File: config.mk
export PLATFORM = sky130hd
export DESIGN_NAME = riscv_fetch_ctrl
export DESIGN_NICKNAME = d
export VERILOG_FILES = /design/src/rtl/riscv_pkg.sv /design/src/rtl/riscv_fetch_ir.sv /design/src/rtl/riscv_fetch_ctrl.sv
export SDC_FILE = /design/constraint.sdc
export NUM_CORES = 1
export LEC_CHECK = 0
export CORE_UTILIZATION = 44
export CTS_CLUSTER_SIZE = 30
export DETAILED_ROUTE_END_ITERATION = 12
export PLACE_DENSITY = 0.87
export SETUP_SLACK_MARGIN = 0.4
export SLEW_MARGIN = 20
export SYNTH_ARGS = -nofsm -noshare
export SYNTH_HDL_FRONTEND = slang
export SYNTH_SLANG_ARGS = --single-unit
export TNS_END_PERCENT = 50
File: constraint.sdc
create_clock -name clk -period 4.4 [get_ports clk]
set_input_delay 0.88 -clock clk [delete_from_list [all_inputs] [get_ports clk]]
set_output_delay 0.88 -clock clk [all_outputs]
set_load 0.01 [all_outputs]
File: src/rtl/riscv_pkg.sv
// riscv_pkg
//   Shared definitions for the RV32I front end: fetch sequencer state
//   encoding, instruction length/alignment, and the base opcode map that
//   the decoder also uses.
package riscv_pkg;

   localparam int unsigned ILEN        = 32;
   localparam int unsigned INSTR_ALIGN = 4;

   localparam logic [6:0] OPC_LOAD     = 7'b000_0011;
   localparam logic [6:0] OPC_MISC_MEM = 7'b000_1111;
   localparam logic [6:0] OPC_OP_IMM   = 7'b001_0011;
   localparam logic [6:0] OPC_AUIPC    = 7'b001_0111;
   localparam logic [6:0] OPC_STORE    = 7'b010_0011;
   localparam logic [6:0] OPC_OP       = 7'b011_0011;
   localparam logic [6:0] OPC_LUI      = 7'b011_0111;
   localparam logic [6:0] OPC_BRANCH   = 7'b110_0011;
   localparam logic [6:0] OPC_JALR     = 7'b110_0111;
   localparam logic [6:0] OPC_JAL      = 7'b110_1111;
   localparam logic [6:0] OPC_SYSTEM   = 7'b111_0011;

   typedef enum logic [1:0] {
      FETCH_REQ  = 2'd0,
      FETCH_WAIT = 2'd1,
      FETCH_HOLD = 2'd2
   } fetch_state_e;

endpackage

File: src/rtl/riscv_fetch_ir.sv
// riscv_fetch_ir
//   Instruction register between fetch and decode. Holds one instruction
//   word with its PC and a pre-computed illegal flag.
// Ports
//   clk, rst_n  : clock, asynchronous active-low reset
//   load_i      : capture pc_i/ins_i and raise valid_o
//   clear_i     : drop valid_o (pc/ins keep their last values)
//   pc_i, ins_i : PC and word to capture
//   valid_o     : instruction held
//   pc_o, ins_o : held PC and instruction word
//   illegal_o   : held word is not a 32-bit encoding (ins[1:0] != 2'b11)
module riscv_fetch_ir
   import riscv_pkg::*;
#(
   parameter int unsigned XLEN = 32
) (
   input  logic            clk,
   input  logic            rst_n,
   input  logic            load_i,
   input  logic            clear_i,
   input  logic [XLEN-1:0] pc_i,
   input  logic [ILEN-1:0] ins_i,
   output logic            valid_o,
   output logic [XLEN-1:0] pc_o,
   output logic [ILEN-1:0] ins_o,
   output logic            illegal_o
);

   always_ff @(posedge clk or negedge rst_n) begin
      if (!rst_n) begin
         valid_o   <= 1'b0;
         pc_o      <= '0;
         ins_o     <= '0;
         illegal_o <= 1'b0;
      end else if (load_i) begin
         valid_o   <= 1'b1;
         pc_o      <= pc_i;
         ins_o     <= ins_i;
         illegal_o <= (ins_i[1:0] != 2'b11);
      end else if (clear_i) begin
         valid_o   <= 1'b0;
      end
   end

endmodule

File: src/rtl/riscv_fetch_ctrl.sv
// riscv_fetch_ctrl
//   Instruction fetch sequencer: one outstanding imem request at a time,
//   response captured into riscv_fetch_ir and offered to decode with a
//   valid/ready handshake. Execute redirects override everything; a
//   response already in flight when a redirect hits is discarded.
// Configuration
//   RV_FETCH_PERF_EN : when defined, perf_fetched/perf_stall are live
//                      32-bit wrapping counters; otherwise both are 0.
// Ports
//   clk, rst_n                 : clock, asynchronous active-low reset
//   imem_req/addr/gnt          : request channel to instruction memory
//   imem_rvalid/rdata          : response channel from instruction memory
//   id_valid/ready             : handshake to decode
//   id_pc, id_ins, id_illegal  : presented instruction
//   redirect_valid/pc          : branch/jump redirect from execute
//   perf_fetched, perf_stall   : performance counters
module riscv_fetch_ctrl
   import riscv_pkg::*;
#(
   parameter int unsigned     XLEN     = 32,
   parameter logic [XLEN-1:0] RESET_PC = '0
) (
   input  logic            clk,
   input  logic            rst_n,
   output logic            imem_req,
   output logic [XLEN-1:0] imem_addr,
   input  logic            imem_gnt,
   input  logic            imem_rvalid,
   input  logic [ILEN-1:0] imem_rdata,
   output logic            id_valid,
   input  logic            id_ready,
   output logic [XLEN-1:0] id_pc,
   output logic [ILEN-1:0] id_ins,
   output logic            id_illegal,
   input  logic            redirect_valid,
   input  logic [XLEN-1:0] redirect_pc,
   output logic [31:0]     perf_fetched,
   output logic [31:0]     perf_stall
);

   fetch_state_e    state_q, state_d;
   logic [XLEN-1:0] pc_q, pc_d;
   logic            discard_q, discard_d;
   logic            started_q;
   logic            ir_load, ir_clear;

   // Request is held low for the first cycle after reset release.
   always_ff @(posedge clk or negedge rst_n) begin
      if (!rst_n) begin
         state_q   <= FETCH_REQ;
         pc_q      <= RESET_PC;
         discard_q <= 1'b0;
         started_q <= 1'b0;
      end else begin
         state_q   <= state_d;
         pc_q      <= pc_d;
         discard_q <= discard_d;
         started_q <= 1'b1;
      end
   end

   always_comb begin
      state_d   = state_q;
      pc_d      = pc_q;
      discard_d = discard_q;
      ir_load   = 1'b0;
      ir_clear  = 1'b0;
      imem_req  = 1'b0;

      unique case (state_q)
         FETCH_REQ: begin
            imem_req = started_q;
            if (started_q && imem_gnt) begin
               state_d   = FETCH_WAIT;
               // Redirect in the grant cycle: the accepted fetch is stale.
               discard_d = redirect_valid;
            end
         end
         FETCH_WAIT: begin
            if (imem_rvalid) begin
               if (discard_q || redirect_valid) begin
                  discard_d = 1'b0;
                  state_d   = FETCH_REQ;
               end else begin
                  ir_load = 1'b1;
                  state_d = FETCH_HOLD;
               end
            end else if (redirect_valid) begin
               discard_d = 1'b1;
            end
         end
         FETCH_HOLD: begin
            // Redirect wins over a simultaneous decode accept.
            if (redirect_valid) begin
               ir_clear = 1'b1;
               state_d  = FETCH_REQ;
            end else if (id_ready) begin
               ir_clear = 1'b1;
               pc_d     = pc_q + XLEN'(INSTR_ALIGN);
               state_d  = FETCH_REQ;
            end
         end
         default: state_d = FETCH_REQ;
      endcase

      if (redirect_valid) begin
         pc_d = {redirect_pc[XLEN-1:2], 2'b00};
      end
   end

   assign imem_addr = pc_q;

   riscv_fetch_ir #(
      .XLEN (XLEN)
   ) u_ir (
      .clk       (clk),
      .rst_n     (rst_n),
      .load_i    (ir_load),
      .clear_i   (ir_clear),
      .pc_i      (pc_q),
      .ins_i     (imem_rdata),
      .valid_o   (id_valid),
      .pc_o      (id_pc),
      .ins_o     (id_ins),
      .illegal_o (id_illegal)
   );

`ifdef RV_FETCH_PERF_EN
   logic [31:0] fetched_q, stall_q;

   always_ff @(posedge clk or negedge rst_n) begin
      if (!rst_n) begin
         fetched_q <= '0;
         stall_q   <= '0;
      end else begin
         if (id_valid && id_ready && !redirect_valid) begin
            fetched_q <= fetched_q + 32'd1;
         end
         if (!id_valid) begin
            stall_q <= stall_q + 32'd1;
         end
      end
   end

   assign perf_fetched = fetched_q;
   assign perf_stall   = stall_q;
`else
   assign perf_fetched = '0;
   assign perf_stall   = '0;
`endif

`ifndef SYNTHESIS
   // A response with no request outstanding is a memory protocol error.
   a_rvalid_in_wait : assert property (@(posedge clk) disable iff (!rst_n)
      imem_rvalid |-> (state_q == FETCH_WAIT))
      else $error("imem_rvalid outside WAIT");
`endif

endmodule
==> metrics, run 1 <==
Antenna diodes=0; TritonCTS clock tree=built; WP buf/inv=2; ys flop type=dfrtp_1; Syn. warnings=0; CTS clock-pin slew for the worst setup and hold paths=0.09 ns; Final Util=0.621; drt initial violations=162; NetSw=0.944 mW; power share of the clock group=0.190; post_cts resized=0; RSZ-0062 raised after global routing=no; post-DP HPWL=8590 um; status=completed; Synth area leaders=dfrtp_1 51%, mux2_2 14%, buf_4 11%, nand2_1 3.1%, o21ai_0 3.1%; Hold Path Origin=u_ir.illegal_o; unique cell type count in the Yosys netlist=45; area leader, netlist=dfrtp_1; Critical Path Start=imem_rvalid; clk_skew=approximately 0.012 ns; setup tns final=0 ns; slowest stage delay, CP=0.79 ns; Slowest-stage cell, CP=or3_2; Worst-Margin Slew=about 0.85 ns; final worst path period need=2.80 ns; Slew Viols, Final=0; Vias/cell=4.97; CTS root buffer=clkbuf_8; sequential area share after synthesis=0.506; die height=107 um; Mapped Area=4850 sq um; fin nets=660; CP arrival=between 3 and 4 ns; most frequent cell after synthesis=dfrtp_1; DRC=0; Worst slew margin=0.432; I/O Buffers=~160; core area=10500 sq um; first-pass GRT wire length=18100 um; via count=3621; period utilisation layout=0.636; number of clock sinks=98; post-synth top area share=0.506; FP Rows=37; Pint=2.33 mW; Cell Pwr Density=502 nW/um^2; r2r setup slk=2.05 ns; Starting Density=0.462; #FFs+latches synth=98; max_cap viols=0; largest net degree at the start of global routing=68; EDFF count, synth=0; CP cell instances=clkdlybuf4s50_1 > nand3b_1 > or3_2 > buf_4 > mux2_2; Detail Route Antenna Nets=0; Worst setup SP type=input port; WS Path Type=in -> reg; First-pass DRT Iterations=4; Die Area=~11000 sq um; CTS buffer count=9; gp weighted congestion=0.775; Layout area overhead=34.6%; hold buffer count at cts=0; Gate power share=0.382; clk_lat worst skew=0.36 ns; switch share=0.288; sequential power share=0.428; total routed wirelength=~11000 um; Crit path max-delay family=buffers and inverters; grt total ovfl=0; share of flip-flops with an asynchronous set or reset=1.00; Hold WC Path Type=reg -> reg; Tot GR Track Use=0.205; Post-Synthesis Cells=around 430; Reg2Reg Launch Point=state_q[1]; endpoints failing setup=0; synth cell count leaders=98 x dfrtp_1, 68 x buf_4, 61 x mux2_2; Setup Fix Bufs, Post-CTS=0; Peak VDD IR=0.240 mV; Lkg Pwr=2.78 nW; maximum fanout along the worst path=36; Crit path required time=4.64 ns; crit end category=flop; CTS max path bufs=2; IO Pins=233; final hold viol count=0; vias in the first global route=3600; CTS H-tree lvls=3; Synth Area per Inst=11.3 sq um; antenna violations before repair=0; Die X=107 um; share of layout cells above drive strength 1=0.149; Peak Freq=0.357 GHz; routed len/inst=15.8 um
## flip-flops by register name (all words and copies together) (netlist names)
signal and count:
discard_q 1, u_ir.valid_o 1, state_q 2, u_ir.illegal_o 1
u_ir.ins_o 32, started_q 1, imem_addr 30, u_ir.pc_o 30
## cell type report
| class | instances | area (sq um) |
|---|---|---|
| Clock inverter | 3 | 65.1 |
| Sequential cell | 98 | 2450 |
| Clock buffer | 11 | 141 |
| Fill cell | 860 | 3980 |
| Inverter | 5 | 18.8 |
| Timing Repair Buffer | 165 | 1640 |
| Tap cell | 136 | 170 |
| Multi-Input combinational cell | 310 | 2040 |
## layer usage
metal	track usage	vias to the layer above	part of all wire
met5	0	-	0
met1	0.252	1768	0.40
met4	0.0812	0	0.018
li1	-	1663	-
met2	0.353	172	0.52
met3	0.0413	18	0.071
## power groups by stage
stage / combinational (mW) / clock [mW] / sequential, mW
6_report: 1.25 / 0.623 / 1.40
5_1_grt: 1.34 / 0.673 / 1.44
4_1_cts: 1.27 / 0.644 / 1.41
3_5_place_dp: 1.26 / 0 / 1.42
3_3_place_gp: 1.23 / 0 / 1.39
2_1_floorplan: 0.387 / 0 / 1.54
## path summary, 6_finish.rpt
check,endpoint,cells past startpoint
worst max-delay path,u_ir.ins_o[9],5
worst min-delay path,u_ir.illegal_o,1
worst max register to register,u_ir.ins_o[9],4
worst min register to register,u_ir.illegal_o,1
max in group asynchronous,u_ir.ins_o[23],2
min in group asynchronous,u_ir.pc_o[16],1
## placed cells by master, fill, tap and decap left out, types with 2 or more instances in the layout
master,netlist,routed
inv_1,5,5
a31oi_1,2,2
clkbuf_8,1,10
xnor2_1,11,11
nor4_1,7,7
nor2b_1,2,2
mux2i_1,3,3
clkdlybuf4s50_1,0,160
and3_1,2,2
buf_4,68,4
or3_1,4,3
nand2_1,40,40
nand3_1,10,10
mux2_2,61,61
nor2_1,9,9
bufinv_16,0,2
and4_1,2,2
dfrtp_1,98,98
xor2_1,14,14
nand4_1,14,14
o21ai_0,30,30
o31ai_1,2,2
nor3_1,6,6
a21oi_1,3,3
a22oi_1,2,2
conb_1,2,69
## worst reg2reg max path: stages, from the launching register on
cell and delay [ns]:
dfrtp_1 0.46, nand3b_1 0.21, or3_2 0.79, buf_4 0.42
mux2_2 0.36
## cell families after synthesis
family          count (synthesis)  synth area share
xor+xnor                       25            0.0451
flops                          98             0.506
buf+inv                        88             0.125
other cells                     2           0.00155
fa+ha+maj                       1           0.00258
mux                            64             0.148
compound gates                 41            0.0462
simple gates                  110             0.126
## metrics by stage
stage / cell area (sq um) / total power [mW] / hold slack (ns) / setup WS (ns) / cells
floorplan: 5100 / 1.93 / 0.508 / 2.17 / 496
detailed placement: 6320 / 2.68 / 0.475 / 1.19 / 714
finish: 6530 / 3.28 / 0.499 / 1.60 / 728
global route: 6530 / 3.45 / 0.518 / 1.49 / 728
global placement: 6320 / 2.63 / 0.461 / 1.28 / 714
CTS: 6530 / 3.32 / 0.495 / 1.57 / 728
Power figures use the tool's default switching activity.
==> run 2: changes to the inputs <==
--- a/config.mk
+++ b/config.mk
@@ -5,10 +5,10 @@
 export SDC_FILE = /design/constraint.sdc
 export NUM_CORES = 1
 export LEC_CHECK = 0
-export CORE_UTILIZATION = 44
+export CORE_UTILIZATION = 37
 export CTS_CLUSTER_SIZE = 30
 export DETAILED_ROUTE_END_ITERATION = 12
-export PLACE_DENSITY = 0.87
+export PLACE_DENSITY = 0.78
 export SETUP_SLACK_MARGIN = 0.4
 export SLEW_MARGIN = 20
 export SYNTH_ARGS = -nofsm -noshare
==> constraint.sdc (replaced) <==
create_clock -name clk -period 2.3 [get_ports clk]
set_input_delay 0.46 -clock clk [delete_from_list [all_inputs] [get_ports clk]]
set_output_delay 0.46 -clock clk [all_outputs]
set_load 0.01 [all_outputs]
==> metrics, run 2 (same netlist as run 1, synthesis figures left out) <==
gp weighted congestion=0.779; Reg2Reg Launch Point=state_q[0]; via count=3725; Peak VDD IR=0.509 mV; CTS H-tree lvls=3; Worst slew margin=0.602; final hold viol count=0; Top reg by flops=u_ir.ins_o; DRC=0; Largest register FFs=32; Detail Route Antenna Nets=0; antenna violations before repair=0; post-DP HPWL=8700 um; Hold WC Path Type=in -> async; max_cap viols=0; Slowest-stage cell, CP=clkdlybuf4s50_1; vias in the first global route=3630; FF-to-FF path depth=6; Worst-Margin Slew=0.596 ns; CP cell instances=clkdlybuf4s50_1; Gate power share=0.371; slowest stage delay, CP=0.60 ns; final instance count without filler cells=784; Slew Viols, Final=0; maximum fanout along the worst path=8; status=completed; sequential power share=0.410; setup tns final=0 ns; Crit path required time=1.84 ns; Inst Count DP=roughly 760; CTS max path bufs=2; largest net degree at the start of global routing=57; grt total ovfl=0; WS Path Type=reg -> out; RSZ-0062 raised after global routing=yes; clk_lat worst skew=0.35 ns; Vias/cell=4.75; I/O Buffers=between 150 and 200; clk_skew=0.00831 ns; r2r setup slk=0.42 ns; share of layout cells above drive strength 1=0.204; drt initial violations=136; first-pass GRT wire length=~18000 um; CTS buffer count=9; Crit path max-delay family=buffers and inverters; WP buf/inv=1; First-pass DRT Iterations=4; number of clock sinks=98; final worst path period need=1.91 ns; commonest non-fill, non-tap cell in the layout=clkdlybuf4s50_1; Die X=117 um; hold buffer count at cts=0; die height=between 100 and 150 um; Starting Density=0.381; Tot GR Track Use=0.179; switch share=0.286; Lkg Pwr=between 2 and 3 nW; CP arrival=approximately 1.5 ns; FP Rows=41; NetSw=around 1.9 mW; IO Pins=233; TritonCTS clock tree=built; Die Area=13600 sq um; Worst setup SP type=flop; CTS clock-pin slew for the worst setup and hold paths=about 0.07 ns; Peak Freq=0.524 GHz; Layout area overhead=42.5%; core area=12700 sq um; power share of the clock group=0.219; endpoints failing setup=0; Pint=4.68 mW; fin nets=678; Cell Pwr Density=949 nW/um^2; total routed wirelength=12100 um; period utilisation layout=0.829; Antenna diodes=0; Worst R2R End=imem_addr[27]; CTS root buffer=clkbuf_16; crit end category=output pin; most frequent cells in the layout=158 x clkdlybuf4s50_1, 91 x dfrtp_1, 69 x conb_1; routed len/inst=approximately 15 um
run 2: cell count changes in the layout (fill, tap and decap cells not counted), sizes merged:
| cell | change |
|---|---|
| dlygate4sd2 | +2 |
| clkinv | +1 |
| buf | +17 |
| bufinv | -2 |
| clkbuf | +4 |
| clkdlybuf4s50 | -2 |
run 2: routing by layer:
layer / part of all wire / GRT usage / up-vias
met2: 0.51 / 0.311 / 162
met5: 0 / 0 / -
met3: 0.075 / 0.0441 / 14
li1: - / - / 1709
met1: 0.40 / 0.210 / 1840
met4: 0.015 / 0.0761 / 0
run 2: worst max-delay path by stage:
| stage | start | to | depth (start not counted) | slack [ns] |
|---|---|---|---|---|
| finish | imem_addr[8] | imem_addr[8] | 1 | 0.39 |
| global route | imem_addr[13] | imem_addr[21] | 5 | 0.32 |
| CTS | imem_addr[11] | imem_addr[11] | 1 | 0.35 |
| detailed placement | id_ready | imem_addr[27] | 7 | -0.04 |
| global placement | id_ready | imem_addr[27] | 7 | -0.03 |
| floorplan | state_q[0] | imem_addr[27] | 6 | 0.46 |
run 2: through the flow:
step	setup slack, ns	area [sq um]	utilization	power [mW]	hold WS (ns)
floorplan	0.464	5100	-	3.69	0.164
global placement	-0.0325	6490	0.510	5.06	0.459
detailed placement	-0.0372	6490	0.510	5.16	0.471
CTS	0.353	6820	0.536	6.63	0.132
global route	0.316	6910	0.543	6.95	0.160
finish	0.393	6910	0.543	6.56	0.118
run 2: power by group through the flow:
| stage | Sequential (mW) | Combinational, mW | Clock, mW |
|---|---|---|---|
| floorplan | 2.95 | 0.740 | 0 |
| CTS | 2.69 | 2.45 | 1.49 |
| global placement | 2.66 | 2.40 | 0 |
| global route | 2.77 | 2.62 | 1.56 |
| finish | 2.69 | 2.43 | 1.43 |
| detailed placement | 2.72 | 2.44 | 0 |
run 2: what timing repair did:
item	in CTS	in global routing
setup buffers	3	1
gates cloned	1	0
setup endpoints to repair	14	26
resized for setup	6	19
pin swaps	3	3
run 2: cell type report:
class | instances | area (sq um)
Multi-Input combinational cell | 310 | 2140
Fill cell | 1107 | 5810
Tap cell | 172 | 215
Timing Repair Buffer | 183 | 1800
Clock inverter | 2 | 10.0
Clock buffer | 14 | 274
Inverter | 5 | 18.8
Sequential cell | 98 | 2460
==> run 3: changes to the inputs <==
--- a/config.mk
+++ b/config.mk
@@ -5,10 +5,10 @@
 export SDC_FILE = /design/constraint.sdc
 export NUM_CORES = 1
 export LEC_CHECK = 0
-export CORE_UTILIZATION = 37
+export CORE_UTILIZATION = 41
 export CTS_CLUSTER_SIZE = 30
 export DETAILED_ROUTE_END_ITERATION = 12
-export PLACE_DENSITY = 0.78
+export PLACE_DENSITY = 0.82
 export SETUP_SLACK_MARGIN = 0.4
 export SLEW_MARGIN = 20
 export SYNTH_ARGS = -nofsm -noshare
==> constraint.sdc (replaced) <==
create_clock -name clk -period 1.9 [get_ports clk]
set_input_delay 0.38 -clock clk [delete_from_list [all_inputs] [get_ports clk]]
set_output_delay 0.38 -clock clk [all_outputs]
set_load 0.01 [all_outputs]
==> metrics, run 3 (same netlist as run 1, synthesis figures left out) <==
Slowest-stage cell, CP=or3_4; Layout fillers=831; Worst slew margin=0.663; crit end category=flop; Metal-1 WL=5940 um; area taken by multi-input logic gates=2330 sq um; highest routed layer=met4; routed len/inst=between 15 and 20 um; FF-to-FF path depth=6; FP Rows=39; Cell Pwr Density=between 1000 and 1500 nW/um^2; Peak VDD IR=0.618 mV; Met3 Wirelength=759 um; period utilisation layout=0.939; endpoints failing setup=0; Worst setup SP type=flop; commonest non-fill, non-tap cell in the layout=clkdlybuf4s50_1; Starting Density=0.423; slowest stage delay, CP=0.41 ns; die height=111 um; Slew Viols, Final=0; Crit path required time=2.12 ns; CP cell instances=nand3_4 > or3_4 > buf_4 > nor3_2 > xnor2_1 > o21ai_0; via count=4036; Die Area=12300 sq um; Top reg by flops=u_ir.ins_o; hold buffer count at cts=0; max_cap viols=0; Tot GR Track Use=0.220; Worst R2R End=imem_addr[18]; Reg2Reg Launch Point=imem_addr[5]; setup tns final=0 ns; dpl ws=-0.296 ns; Hold WC Path Type=in -> async; fin nets=744; RSZ-0062 raised after global routing=yes; FF+latch area=2470 sq um; clk_skew=0.00743 ns; total routed wirelength=14200 um; core area=11500 sq um; Layout area overhead=60.7%; drt initial violations=148; CTS buffer count=9; final hold viol count=0; share of layout cells above drive strength 1=0.342; Vias/cell=4.92; gp weighted congestion=0.766; vias in the first global route=3963; post-DP HPWL=8530 um; setup slack after layout=0.116 ns; Die X=~110 um; CTS H-tree lvls=3; final hold slack=0.000665 ns; TritonCTS clock tree=built; Lkg Pwr=3.51 nW; Peak Freq=0.561 GHz; wire length on met2=7160 um; antenna violations before repair=0; Detail Route Antenna Nets=0; Antenna diodes=0; First-pass DRT Iterations=4; Worst-Margin Slew=0.505 ns; maximum fanout along the worst path=5; largest net degree at the start of global routing=39; CTS root buffer=clkbuf_16; I/O Buffers=between 150 and 200; most frequent cells in the layout=123 x clkdlybuf4s50_1, 84 x dfrtp_1, 69 x conb_1; grt total ovfl=0; number of clock sinks=98; Largest register FFs=32; clk_lat worst skew=roughly 0.34 ns; final worst path period need=between 1.5 and 2 ns; first-pass GRT wire length=21300 um; CTS clock-pin slew for the worst setup and hold paths=0.07 ns; IO Pins=approximately 230; CP arrival=2.00 ns; DRC=0; CTS max path bufs=2; r2r setup slk=0.12 ns; status=completed; WS Path Type=reg -> reg
## run 3: power by group
part	switching, mW	internal (mW)	total (mW)
clock network	0.799	1.02	1.82
registers	0.417	2.81	3.23
logic	1.24	1.99	3.23
total	2.45	5.82	8.27
## run 3: area by class of cell
cell class	count	area share
timing repair buffer	249	0.322
sequential	98	0.317
clock buffer	9	0.0289
inverter	5	0.00241
multi-input combinational	310	0.298
tap	143	0.0230
clock inverter	7	0.00883
## run 3: worst max path at each step
| stage | start | to | slack, ns | cells past startpoint |
|---|---|---|---|---|
| after global placement | id_ready | imem_addr[27] | -0.27 | 7 |
| final | imem_addr[5] | imem_addr[18] | 0.12 | 6 |
| after detailed placement | id_ready | imem_addr[19] | -0.30 | 7 |
| after CTS | state_q[0] | imem_req | 0.16 | 3 |
| after global routing | imem_addr[2] | imem_addr[18] | 0.006 | 8 |
| after floorplan | imem_addr[4] | imem_addr[27] | 0.16 | 5 |
## run 3: stage by stage
step / instance area (sq um) / utilization / power [mW] / cells
detailed placement: 6630 / 0.578 / 6.29 / 751
CTS: 7510 / 0.655 / 8.23 / 805
floorplan: 5160 / - / 4.48 / 496
finish: 7790 / 0.680 / 8.27 / 821
global route: 7790 / 0.680 / 8.67 / 821
global placement: 6630 / 0.578 / 6.17 / 751
## run 3: per-layer routing
| layer | GRT usage | vias up |
|---|---|---|
| met4 | 0.0729 | 0 |
| met2 | 0.372 | 166 |
| met5 | 0 | - |
| met1 | 0.289 | 1990 |
| met3 | 0.0355 | 30 |
| li1 | - | 1850 |
## run 3: worst max-delay path, delay by kind of cell, from the launching register on
kind	cells	cell delay, ns
AND/OR/NAND/NOR	3	0.72
AO/OA/AOI/OAI	1	0.28
XOR/XNOR	1	0.10
flip-flops	1	0.39
buffers and inverters	1	0.18
## run 3: repair_timing
action,CTS,global route
resized for setup,140,31
cloned,6,3
setup endpoints to repair,181,167
pin swaps,24,18
buffers inserted,32,13
endpoints found under the hold margin,0,0
